`config.mk`:
```
export PLATFORM = sky130hd
export DESIGN_NAME = fetch
export DESIGN_NICKNAME = d
export VERILOG_FILES = /design/src/rtl/fetch_pkg.sv /design/src/rtl/fetch_decode_reg.sv /design/src/rtl/fetch.sv
export SDC_FILE = /design/constraint.sdc
export NUM_CORES = 1
export LEC_CHECK = 0
export ABC_AREA = 1
export CELL_PAD_IN_SITES_DETAIL_PLACEMENT = 1
export CELL_PAD_IN_SITES_GLOBAL_PLACEMENT = 1
export CORE_UTILIZATION = 30
export DETAILED_ROUTE_END_ITERATION = 10
export GPL_TIMING_DRIVEN = 1
export PLACE_DENSITY_LB_ADDON = 0.25
export RECOVER_POWER = 100
export SLEW_MARGIN = 40
export SYNTH_ARGS = -nofsm -noshare
export SYNTH_HDL_FRONTEND = slang
export SYNTH_SLANG_ARGS = --single-unit
```
`constraint.sdc`:
```
create_clock -name clk -period 1.75 [get_ports clk]
set_input_delay 0.35 -clock clk [delete_from_list [all_inputs] [get_ports clk]]
set_output_delay 0.35 -clock clk [all_outputs]
set_load 0.01 [all_outputs]
```
`src/rtl/fetch_pkg.sv`:
```
// fetch_pkg: shared types and constants for the instruction-fetch stage
package fetch_pkg;
  typedef enum logic [1:0] {F_IDLE, F_REQ, F_WAIT, F_HOLD} fetch_state_t;
  localparam int PC_INC = 4;
  localparam int PC_PLUS8 = 8;
  localparam int NOP_INSTR = 0;
endpackage

```
`src/rtl/fetch_decode_reg.sv`:
```
// fetch_decode_reg: IF/ID pipeline register with enable and synchronous clear
module fetch_decode_reg #(
  parameter int N = 24
) (
  input  logic         clk,
  input  logic         rst,
  input  logic         en,
  input  logic         clr,
  input  logic [N-1:0] instrIn,
  input  logic [N-1:0] pcPlus8In,
  input  logic         validIn,
  output logic [N-1:0] instrD,
  output logic [N-1:0] pcPlus8D,
  output logic         validD
);
  always_ff @(posedge clk or negedge rst)
    if (!rst) begin
      instrD   <= '0;
      pcPlus8D <= '0;
      validD   <= 1'b0;
    end else if (clr) begin
      instrD   <= '0;
      pcPlus8D <= '0;
      validD   <= 1'b0;
    end else if (en) begin
      instrD   <= instrIn;
      pcPlus8D <= pcPlus8In;
      validD   <= validIn;
    end
endmodule

```
`src/rtl/fetch.sv`:
```
// fetch: PC selection, single-outstanding imem handshake and IF/ID register
module fetch
  import fetch_pkg::*;
#(
  parameter int N = 24,
  parameter logic [N-1:0] RESET_PC = '0
) (
  input  logic         clk,
  input  logic         rst,
  input  logic         StallF,
  input  logic         StallD,
  input  logic         FlushD,
  input  logic         BranchTakenE,
  input  logic [N-1:0] ALUResultE,
  input  logic         PCSrcW,
  input  logic [N-1:0] ResultW,
  output logic         IMemReq,
  output logic [N-1:0] IMemAddr,
  input  logic         IMemReady,
  input  logic         IMemValid,
  input  logic [N-1:0] IMemRData,
  output logic [N-1:0] InstrD,
  output logic [N-1:0] PCPlus8D,
  output logic         ValidD,
  output logic         FetchBusy
);
  fetch_state_t state, stateNext;
  logic [N-1:0] pcF, pcNext, bufData, target, deliverData;
  logic squash, squashNext, redirect, dataOk, deliverDirect, deliverBuf, deliver, canGo;

  assign redirect      = BranchTakenE | PCSrcW;
  assign target        = BranchTakenE ? ALUResultE : ResultW;
  assign canGo         = !StallF && !StallD;
  assign dataOk        = state == F_WAIT && IMemValid && !squash && !redirect;
  assign deliverDirect = dataOk && canGo;
  assign deliverBuf    = state == F_HOLD && !redirect && canGo;
  assign deliver       = deliverDirect | deliverBuf;
  assign deliverData   = state == F_HOLD ? bufData : IMemRData;
  assign pcNext        = redirect ? target : deliver ? pcF + N'(PC_INC) : pcF;
  assign IMemReq       = state == F_REQ;
  assign IMemAddr      = pcF;
  assign FetchBusy     = state != F_HOLD && !dataOk;

  always_comb begin
    stateNext  = state;
    squashNext = squash;
    case (state)
      F_IDLE: stateNext = F_REQ;
      F_REQ: begin
        stateNext  = IMemReady ? F_WAIT : F_REQ;
        squashNext = IMemReady && redirect;
      end
      F_WAIT: begin
        stateNext  = !IMemValid ? F_WAIT : (squash || redirect || canGo) ? F_REQ : F_HOLD;
        squashNext = IMemValid ? 1'b0 : squash | redirect;
      end
      default: stateNext = (redirect || canGo) ? F_REQ : F_HOLD;
    endcase
  end

  always_ff @(posedge clk or negedge rst)
    if (!rst) begin
      state   <= F_IDLE;
      pcF     <= RESET_PC;
      squash  <= 1'b0;
      bufData <= '0;
    end else begin
      state  <= stateNext;
      pcF    <= pcNext;
      squash <= squashNext;
      if (dataOk && !canGo) bufData <= IMemRData;
    end

  fetch_decode_reg #(.N(N)) u_decodeReg (
    .clk       (clk),
    .rst       (rst),
    .en        (!StallD),
    .clr       (FlushD),
    .instrIn   (deliver ? deliverData : N'(NOP_INSTR)),
    .pcPlus8In (deliver ? pcF + N'(PC_PLUS8) : '0),
    .validIn   (deliver),
    .instrD    (InstrD),
    .pcPlus8D  (PCPlus8D),
    .validD    (ValidD)
  );
endmodule

```
==> out/results.ini, run 1 <==
[run_status]
status = completed

[power]
p_leak_nw = 3.808
power.density_mw_per_mm2 = 883.9
peakVddDrop_mv = 0.4026

[cells_and_area]
nFillCells = 2144
synthToLayoutAreaGrowth_pct = 47.73
finalInstanceArea_sq_mm = 0.008183
mostFrequentLayoutCells = nand2_1 (192), clkdlybuf4s50_1 (143), dfrtp_1 (87)
fin_nets = 979
drive_gt1_frac = 0.1817
num_antenna_cells = 0
mostFrequentLayoutCell = nand2_1

[sta]
holdWs_ns = 0.4848
period_needed_ns = 1.717
setup_viol_count_final = 0
hold_violations = 0
grt_setup_unrepaired = true
fin_crit_sh = 0.9813
fmax_mhz = 582.3
timing.slew.headroom = 0.4989
worst_slew_pin_slew_ns = 0.7517
drv_slew = 0
skew_ns = 0.01244

[placed_design]
place_area_sq_mm = 0.007651
dp_hpwl_mm = 13.81
place_congestion = 0.8677
io_buffers = 155

[worst_setup_path]
crit_chain = clkdlybuf4s50_1
cp.required_ns = 1.40
r2r_slack_ns = 0.09
r2r_cells = 10
path_class = flop to primary output
critical_path_arrival_ns = 1.37
path_delay_family = buffers and inverters
slowest_stage = clkdlybuf4s50_1
cp_num_buf_inv = 1
end_kind = primary output
startpoint_type = flop
crit_path_max_incr_delay_ns = 0.56
path_max_fanout = 7
r2r-start = IMemAddr[3]$_DFFE_PN0P_
r2r_end = u_decodeReg.pcPlus8D[23]$_DFFE_PN0P_

[logic_synthesis]
syn_area_sq_mm = 0.005539
synth_ff_type = dfrtp_1
synth_cell_types = 36
seq_area_frac_synth = 0.4518
syn-num-nets = 778
yosys_warnings = 0
netlist_instances = 691
async_flop_share = 1.000
ys_ff_latch = 100
avgSynthCellArea_sq_um = 8.016
synth_edf_count = 0

[clocking]
cts_buffers = 9
cts_tree = yes
clock-sinks = 100
clockBufferDepth = 2
clk_latency_ns = 0.36
cts-root-buf = clkbuf_16
clkTransAtPathRegs_ns = 0.07
h-tree-depth = 3

[floorplanning]
num_rows = 49
core_area_sq_mm = 0.01802
die_h_um = 137.9
die_area_sq_mm = 0.01901
start_util = 0.3073
ios = 156
chipWidth_um = 137.9

[detailed_routing]
drt_pre_antenna_iters = 4
dr.first_iter.drc_count = 249
drc = 0
ant_nets = 0
route.met3.wl_um = 866
topRoutingLayerUsed = met4
wirelength_mm = 18.22
wirelength_met1_mm = 8.380
vias = 5352
wl_met2_mm = 8.656
wl_per_cell_um = 16.18
vias_per_cell = 4.753

[job]
max_cap_viol_count = 0

[worst_hold_path]
worstHoldPathCells = 2
min_from = u_decodeReg.pcPlus8D[4]$_DFFE_PN0P_
min_to = u_decodeReg.pcPlus8D[4]$_DFFE_PN0P_
hold_class = flop to flop

[grt]
grt_start_max_net_pins = 52
grt_first_pass_wirelength_mm = 29.16
overflow = 0
globalRouteTotalUtil = 0.2004
antenna_found_initial = 0
grt_pass1_vias = 5666

[per-layer routing]
metal  up-vias  track usage
li1       2629            -
met1      2564       0.2667
met2       138       0.3344
met3        21      0.02814
met4         0      0.06341
met5         -            0
[flip-flops by register name (all words and copies together), names as in the netlist]
signal / flops
state: 2
u_decodeReg.instrD: 24
IMemAddr: 24
squash: 1
bufData: 24
u_decodeReg.validD: 1
u_decodeReg.pcPlus8D: 24
[worst max path at each step]
stage	start	end	slack [ns]	cells past startpoint
final	IMemAddr[14]$_DFFE_PN0P_	IMemAddr[14]	0.03	1
after CTS	state[0]$_DFF_PN0_	FetchBusy	-0.1	6
after detailed placement	BranchTakenE	IMemAddr[22]$_DFFE_PN0P_	-0.42	8
after global routing	IMemAddr[3]$_DFFE_PN0P_	u_decodeReg.pcPlus8D[23]$_DFFE_PN0P_	-0.05	10
after global placement	PCSrcW	FetchBusy	-0.40	6
after floorplan	IMemAddr[4]$_DFFE_PN0P_	u_decodeReg.pcPlus8D[23]$_DFFE_PN0P_	0.15	10
[layout make-up]
cell class                      count  area [sq um]  share of cell area
Clock buffer                       10         239.0             0.02920
Clock inverter                      6         76.32            0.009327
Inverter                           60         232.7             0.02844
Multi-Input combinational cell    500          2694              0.3292
Sequential cell                   100          2519              0.3078
Tap cell                          229         286.5             0.03502
Timing Repair Buffer              221          2136              0.2610
[power by group]
group          switching, mW  internal [mW]  total, mW  leakage, nW
Sequential             0.261           2.67       2.93         1.31
Clock                  0.969           1.18       2.15        0.156
Combinational           1.12           1.03       2.15         2.34
[cell usage after synthesis, types with 3 or more instances]
cell type	n	area share
ha_1	6	0.014
inv_1	58	0.039
nand4_1	6	0.0068
nor3_1	4	0.0036
nand2_1	194	0.13
buf_4	3	0.0041
nand2_4	4	0.0081
o21ai_2	26	0.041
mux2i_1	10	0.018
mux2_2	9	0.018
clkbuf_1	12	0.0081
dfrtp_1	100	0.45
o21ai_1	23	0.021
xor2_1	13	0.021
a21oi_1	17	0.015
a31oi_1	3	0.0034
buf_6	8	0.016
o21ai_0	52	0.047
nor2_1	69	0.047
nor2_2	5	0.0056
nand2_2	3	0.0034
nand3_1	39	0.035
buf_2	7	0.0063
o211ai_1	3	0.0041
xnor2_1	3	0.0047
[through the flow]
step	setup slack [ns]	utilization	power, mW	instances	setup TNS (ns)
2_1_floorplan	0.1468	-	4.001	691	0
3_3_place_gp	-0.3998	0.4245	4.874	1092	-24.76
3_5_place_dp	-0.4192	0.4245	4.994	1092	-30.08
4_1_cts	-0.09550	0.4468	7.238	1115	-0.1894
5_1_grt	-0.04971	0.4540	7.657	1126	-0.1562
6_report	0.03275	0.4540	7.233	1126	0
[cell families (layout without fill, tap and decap cells)]
kind of cell               Yosys count  after routing  synth area share
xor gates and xnor gates            16             16           0.02530
buffers and inverters               91            297           0.07680
adders and majority gates            6              6           0.01355
muxes                               20             20           0.03840
and+or+nand+nor                    333            333            0.2614
DFF                                100            100            0.4518
AOI/OAI and AO/OA                  125            125            0.1328
[repair_timing]
action | CTS | global route
pin swaps | 3 | 2
gates resized for setup | 30 | 26
gates cloned | 0 | 0
endpoints found under the setup margin | 46 | 57
hold buffers | 1 | 0
endpoints found under the hold margin | 23 | 0
setup buffers | 6 | 11
Note: power is estimated with default switching activity, not from simulation.
==> inputs of run 2 (changes only) <==
Settings changed: HOLD_SLACK_MARGIN set to 0.15.
Clock period 1.75 ns to 1.7 ns, I/O delays scaled along.
==> out/results.ini, run 2 (same netlist as run 1, synthesis figures left out) <==
[power]
peakVddDrop_mv = 0.4465  ; +11%
p_int_mw = 4.891  ; +0.21%
pwr-share-clk = 0.283  ; -0.014
power.density_mw_per_mm2 = 898.7  ; +1.7%
p_leak_nw = 3.784  ; -0.62%
netSwitchingFraction = 0.3374  ; +0.01213
power_frac_seq = 0.405  ; about the same
comb_power_share = 0.312  ; +0.015
switchingPower_mw = 2.490  ; +5.9%

[detailed_routing]
vias_per_cell = 4.766  ; +0.27%
route.met3.wl_um = 897  ; +3.6%
wl_met2_mm = 8.941  ; +3.3%
topRoutingLayerUsed = met4
wirelength_mm = 18.76  ; +3.0%
drt_pre_antenna_iters = 6  ; +2
wirelength_met1_mm = 8.631  ; +3.0%
wl_per_cell_um = 16.56  ; +2.3%
ant_nets = 0  ; unchanged
drc = 0  ; unchanged
vias = 5400  ; +0.90%
dr.first_iter.drc_count = 205  ; -18%

[sta]
fin_crit_sh = 0.9845
grt_setup_unrepaired = true
setup_viol_count_final = 0  ; unchanged
worst_slew_pin_slew_ns = 0.5014  ; -0.2503 ns
fmax_mhz = 597.5
timing.slew.headroom = 0.6657  ; +0.1669
skew_ns = 0.01230  ; -0.0001390 ns
drv_slew = 0  ; unchanged
hold_violations = 0  ; unchanged
period_needed_ns = 1.674

[cells_and_area]
nFillCells = 2142  ; -0.093%
fin_nets = 986  ; +0.72%
mostFrequentLayoutCells = nand2_1 (189), clkdlybuf4s50_1 (139), dfrtp_1 (90)
num_antenna_cells = 0  ; unchanged
ff_latch_area_sq_mm = 0.002515  ; -0.15%
finalInstanceArea_sq_mm = 0.008213  ; +0.37%
synthToLayoutAreaGrowth_pct = 48.27
multi_input_area_sq_mm = 0.002743  ; +1.8%
fin_util = 0.4556  ; +0.001665
drive_gt1_frac = 0.1980  ; +0.01629
mostFrequentLayoutCell = nand2_1

[run_status]
status = completed

[worst_setup_path]
path_max_fanout = 7  ; unchanged
end_kind = flop
cp.required_ns = 1.93  ; +0.53 ns
r2r-start = state[0]$_DFF_PN0_
startpoint_type = flop
critical_path_arrival_ns = 1.91  ; +0.54 ns
path_class = flop to flop
startpoint = state[0]$_DFF_PN0_

[placed_design]
dp_hpwl_mm = 14.01  ; +1.4%
io_buffers = 155  ; unchanged
place_congestion = 0.8600  ; -0.89%
place_area_sq_mm = 0.007674  ; +0.29%

[grt]
grt_start_max_net_pins = 34  ; -35%
grt_pass1_vias = 5638  ; -0.49%
globalRouteTotalUtil = 0.2027  ; +0.002317
grt_first_pass_wirelength_mm = 29.26  ; +0.33%
overflow = 0  ; unchanged
antenna_found_initial = 0  ; unchanged

[clocking]
cts-root-buf = clkbuf_16
clk_latency_ns = 0.36  ; about the same
cts_buffers = 9  ; unchanged
clockBufferDepth = 2  ; unchanged
cts_tree = yes
h-tree-depth = 3  ; unchanged
clock-sinks = 100  ; unchanged
clkTransAtPathRegs_ns = 0.08  ; about the same

[floorplanning]
chipWidth_um = 137.9  ; unchanged
ios = 156  ; unchanged
start_util = 0.3073  ; unchanged
core_area_sq_mm = 0.01802  ; unchanged
num_rows = 49  ; unchanged
die_area_sq_mm = 0.01901  ; unchanged
die_h_um = 137.9  ; unchanged

[worst_hold_path]
hold_class = primary input to asynchronous set/reset pin

[job]
max_cap_viol_count = 0  ; unchanged

## run 2: repair_timing
| item | CTS | global route |
|---|---|---|
| gates resized for setup | 46 | 33 |
| setup endpoints to repair | 75 | 64 |
| setup buffers | 17 | 3 |
| pin swaps | 2 | 15 |
| hold endpoints to repair | 18 | 0 |
| cloned | 0 | 1 |
| hold buffers | 1 | 0 |
## run 2: cell type report
class | instances | share of cell area
Timing Repair Buffer | 228 | 0.2610
Tap cell | 229 | 0.03489
Multi-Input combinational cell | 500 | 0.3339
Clock inverter | 6 | 0.006703
Sequential cell | 100 | 0.3062
Inverter | 60 | 0.02818
Clock buffer | 10 | 0.02910
## run 2: final timing paths
path / endpoint / slack, ns / cells after the start
worst max-delay path: IMemAddr[11]$_DFFE_PN0P_ / 0.03 / 10
worst min register to register: u_decodeReg.pcPlus8D[1]$_DFFE_PN0P_ / 0.48 / 2
min in group clk: u_decodeReg.pcPlus8D[1]$_DFFE_PN0P_ / 0.48 / 2
worst min-delay path: u_decodeReg.instrD[10]$_DFFE_PN0P_ / 0.48 / 2
worst max register to register: IMemAddr[11]$_DFFE_PN0P_ / 0.03 / 10
max in group asynchronous: IMemAddr[3]$_DFFE_PN0P_ / 0.29 / 3
## run 2: metal layers
layer / global-route usage / vias to the layer above
li1: - / 2643
met1: 0.2711 / 2605
met2: 0.3353 / 137
met3: 0.03509 / 15
met4: 0.05616 / 0
met5: 0 / -
## run 2: critical path: stages (launching register included)
cell and delay (ns):
dfrtp_1 0.40, inv_2 0.08, ha_4 0.14, nand2_4 0.07, nor2_8 0.11, buf_6 0.13, nand2_8 0.06, nand3_4 0.14
clkinvlp_4 0.22, nand2_2 0.13, nand3_2 0.07
## run 2: power by group through the flow
stage	Clock, mW	Sequential [mW]	Combinational (mW)
floorplan	0	3.03	1.09
global placement	0	3.04	1.99
detailed placement	0	3.07	2.08
CTS	2.15	2.98	2.24
global route	2.24	3.04	2.54
finish	2.09	2.99	2.30
## run 2: stage by stage
stage / TNS [ns] / hold WS, ns / power (mW) / setup slack (ns) / std cells
detailed placement: -32.43 / 0.2503 / 5.149 / -0.5089 / 1095
floorplan: 0 / 0.04441 / 4.119 / 0.09677 / 691
global route: -0.3271 / 0.5057 / 7.816 / -0.04186 / 1133
global placement: -28.10 / 0.2475 / 5.026 / -0.4461 / 1095
finish: 0 / 0.4751 / 7.381 / 0.02629 / 1133
CTS: -0.02035 / 0.4091 / 7.372 / -0.02035 / 1129
==> inputs of run 3 (changes only) <==
Settings changed: CORE_UTILIZATION 30 to 35.
==> out/results.ini, run 3 (same netlist as run 1, synthesis figures left out) <==
[worst_hold_path]
hold_class = flop to flop

[clocking]
clkTransAtPathRegs_ns = 0.07  ; about the same
cts-root-buf = clkbuf_16
clock-sinks = 100  ; unchanged
cts_buffers = 9  ; unchanged
clk_latency_ns = 0.35  ; about the same
clockBufferDepth = 2  ; unchanged
h-tree-depth = 3  ; unchanged
cts_tree = yes

[power]
netSwitchingFraction = 0.3390  ; +0.001568
peakVddDrop_mv = 0.4739  ; +6.1%
power_frac_seq = 0.405  ; about the same
power.density_mw_per_mm2 = 900.3  ; +0.17%
comb_power_share = 0.314  ; +0.002
p_leak_nw = 3.833  ; +1.3%
pwr-share-clk = 0.281  ; -0.002
switchingPower_mw = 2.526  ; +1.5%
p_int_mw = 4.927  ; +0.74%

[detailed_routing]
dr.first_iter.drc_count = 222  ; +8.3%
ant_nets = 0  ; unchanged
vias_per_cell = 4.897  ; +2.7%
wirelength_mm = 18.71  ; -0.26%
wl_per_cell_um = 16.81  ; +1.5%
vias = 5450  ; +0.93%
drt_pre_antenna_iters = 4  ; -2
drc = 0  ; unchanged

[floorplanning]
die_h_um = 127.8  ; -7.3%
num_rows = 45  ; -8.2%
core_area_sq_mm = 0.01531  ; -15%
start_util = 0.3617  ; +0.05438
ios = 156  ; unchanged
die_area_sq_mm = 0.01633  ; -14%
chipWidth_um = 127.8  ; -7.3%

[worst_setup_path]
path_max_fanout = 8  ; +1
startpoint_type = flop
cp.required_ns = 1.95  ; +0.02 ns
path_class = flop to flop
critical_path_arrival_ns = 1.94  ; +0.03 ns
end_kind = flop

[sta]
skew_ns = 0.009312  ; -0.002986 ns
hold_violations = 0  ; unchanged
drv_slew = 0  ; unchanged
tns_ns = 0  ; unchanged
grt_setup_unrepaired = true
fin_crit_sh = 0.9907  ; +0.006137
worst_slew_pin_slew_ns = 0.5761  ; +0.07471 ns
timing.slew.headroom = 0.6159  ; -0.04981
setup_viol_count_final = 0  ; unchanged
final.setup.worst_slack_ns = 0.01586  ; -0.01043 ns
period_needed_ns = 1.684  ; +0.01043 ns
fmax_mhz = 593.8  ; -0.62%

[cells_and_area]
mostFrequentLayoutCells = nand2_1 (190), clkdlybuf4s50_1 (139), dfrtp_1 (85)
ff_latch_area_sq_mm = 0.002521  ; +0.25%
nFillCells = 1837  ; -14%
mostFrequentLayoutCell = nand2_1
fin_cells = 1113  ; -1.8%
finalInstanceArea_sq_mm = 0.008279  ; +0.81%
multi_input_area_sq_mm = 0.002754  ; +0.41%
fin_nets = 984  ; -0.20%
num_antenna_cells = 0  ; unchanged
drive_gt1_frac = 0.1984  ; +0.0004390
synthToLayoutAreaGrowth_pct = 49.47
fin_util = 0.5406  ; +0.08496

[placed_design]
place_area_sq_mm = 0.007619  ; -0.72%
dp_hpwl_mm = 13.55  ; -3.3%
io_buffers = 155  ; unchanged
place_congestion = 0.8597  ; about the same
dpl.cell_count = 1076  ; -1.7%
post-place-ws_ns = -0.4344  ; +0.07455 ns

[grt]
antenna_found_initial = 0  ; unchanged
met2_usage = 0.3923  ; +0.05699
grt_start_max_net_pins = 52  ; +53%
globalRouteTotalUtil = 0.2306  ; +0.02794
grt_pass1_vias = 5841  ; +3.6%
use_met1 = 0.2990  ; +0.02795
overflow = 0  ; unchanged
use_met3 = 0.03715  ; +0.002058
grt.busiest_layer = met2
grt_first_pass_wirelength_mm = 29.48  ; +0.75%

[job]
max_cap_viol_count = 0  ; unchanged

[run_status]
status = completed

[run 3: cell types whose count changed in the layout (fill, tap and decap cells not counted), sizes merged]
| cell | change |
|---|---|
| clkinvlp | -3 |
| clkinv | +5 |
| dlymetal6s2s | +1 |
| buf | +4 |
| inv | -2 |
| clkbuf | -6 |
| dlygate4sd2 | +1 |
| clkdlybuf4s25 | -2 |
[run 3: through the flow]
step / hold WS (ns) / power (mW)
after floorplan: 0.04441 / 4.119
after global placement: 0.2484 / 4.988
after detailed placement: 0.2518 / 5.131
after CTS: 0.4272 / 7.327
after global routing: 0.5013 / 7.844
final: 0.4823 / 7.454
[run 3: metal layers]
metal  routed length, um  vias to the layer above
li1                    -                     2640
met1                8305                     2633
met2                9202                      147
met3                 819                       30
met4                 385                        0
met5                   0                        -
[run 3: path summary, 6_finish.rpt]
check	slack, ns	cells after the start	start	end
setup / recovery	0.02	10	state[0]$_DFF_PN0_	IMemAddr[8]$_DFFE_PN0P_
hold / removal	0.48	2	u_decodeReg.pcPlus8D[23]$_DFFE_PN0P_	u_decodeReg.pcPlus8D[23]$_DFFE_PN0P_
setup reg to reg	0.02	10	state[0]$_DFF_PN0_	IMemAddr[8]$_DFFE_PN0P_
hold reg to reg	0.48	2	u_decodeReg.pcPlus8D[23]$_DFFE_PN0P_	u_decodeReg.pcPlus8D[23]$_DFFE_PN0P_
max in group asynchronous	0.26	3	rst	bufData[18]$_DFFE_PN0P_
min in group asynchronous	0.51	2	rst	u_decodeReg.instrD[10]$_DFFE_PN0P_
[run 3: repair_timing]
item,CTS,global route
setup buffers,12,6
hold buffers,1,0
pin swaps,2,10
hold endpoints to repair,20,0
cloned,0,2
setup endpoints to repair,91,75
gates resized for setup,48,39
[run 3: power groups by stage]
stage / Sequential (mW) / Clock (mW) / Combinational (mW)
global route: 3.06 / 2.21 / 2.58
detailed placement: 3.07 / 0 / 2.06
CTS: 3.01 / 2.12 / 2.20
finish: 3.02 / 2.09 / 2.34
floorplan: 3.03 / 0 / 1.09
global placement: 3.04 / 0 / 1.95
[run 3: final cells by class]
| cell class | count | share of cell area |
|---|---|---|
| Clock inverter | 6 | 0.008161 |
| Tap cell | 211 | 0.03189 |
| Multi-Input combinational cell | 500 | 0.3326 |
| Sequential cell | 100 | 0.3045 |
| Clock buffer | 10 | 0.02887 |
| Inverter | 60 | 0.02871 |
| Timing Repair Buffer | 226 | 0.2652 |
[run 3: critical path, stage by stage (launching register included)]
cell and delay [ns]:
dfrtp_1 0.41, inv_2 0.09, ha_4 0.15, nand2_4 0.07, nor2_8 0.11, buf_6 0.14
nand2_8 0.07, nand3_4 0.17, buf_12 0.14, nor2_1 0.04, a31oi_1 0.19
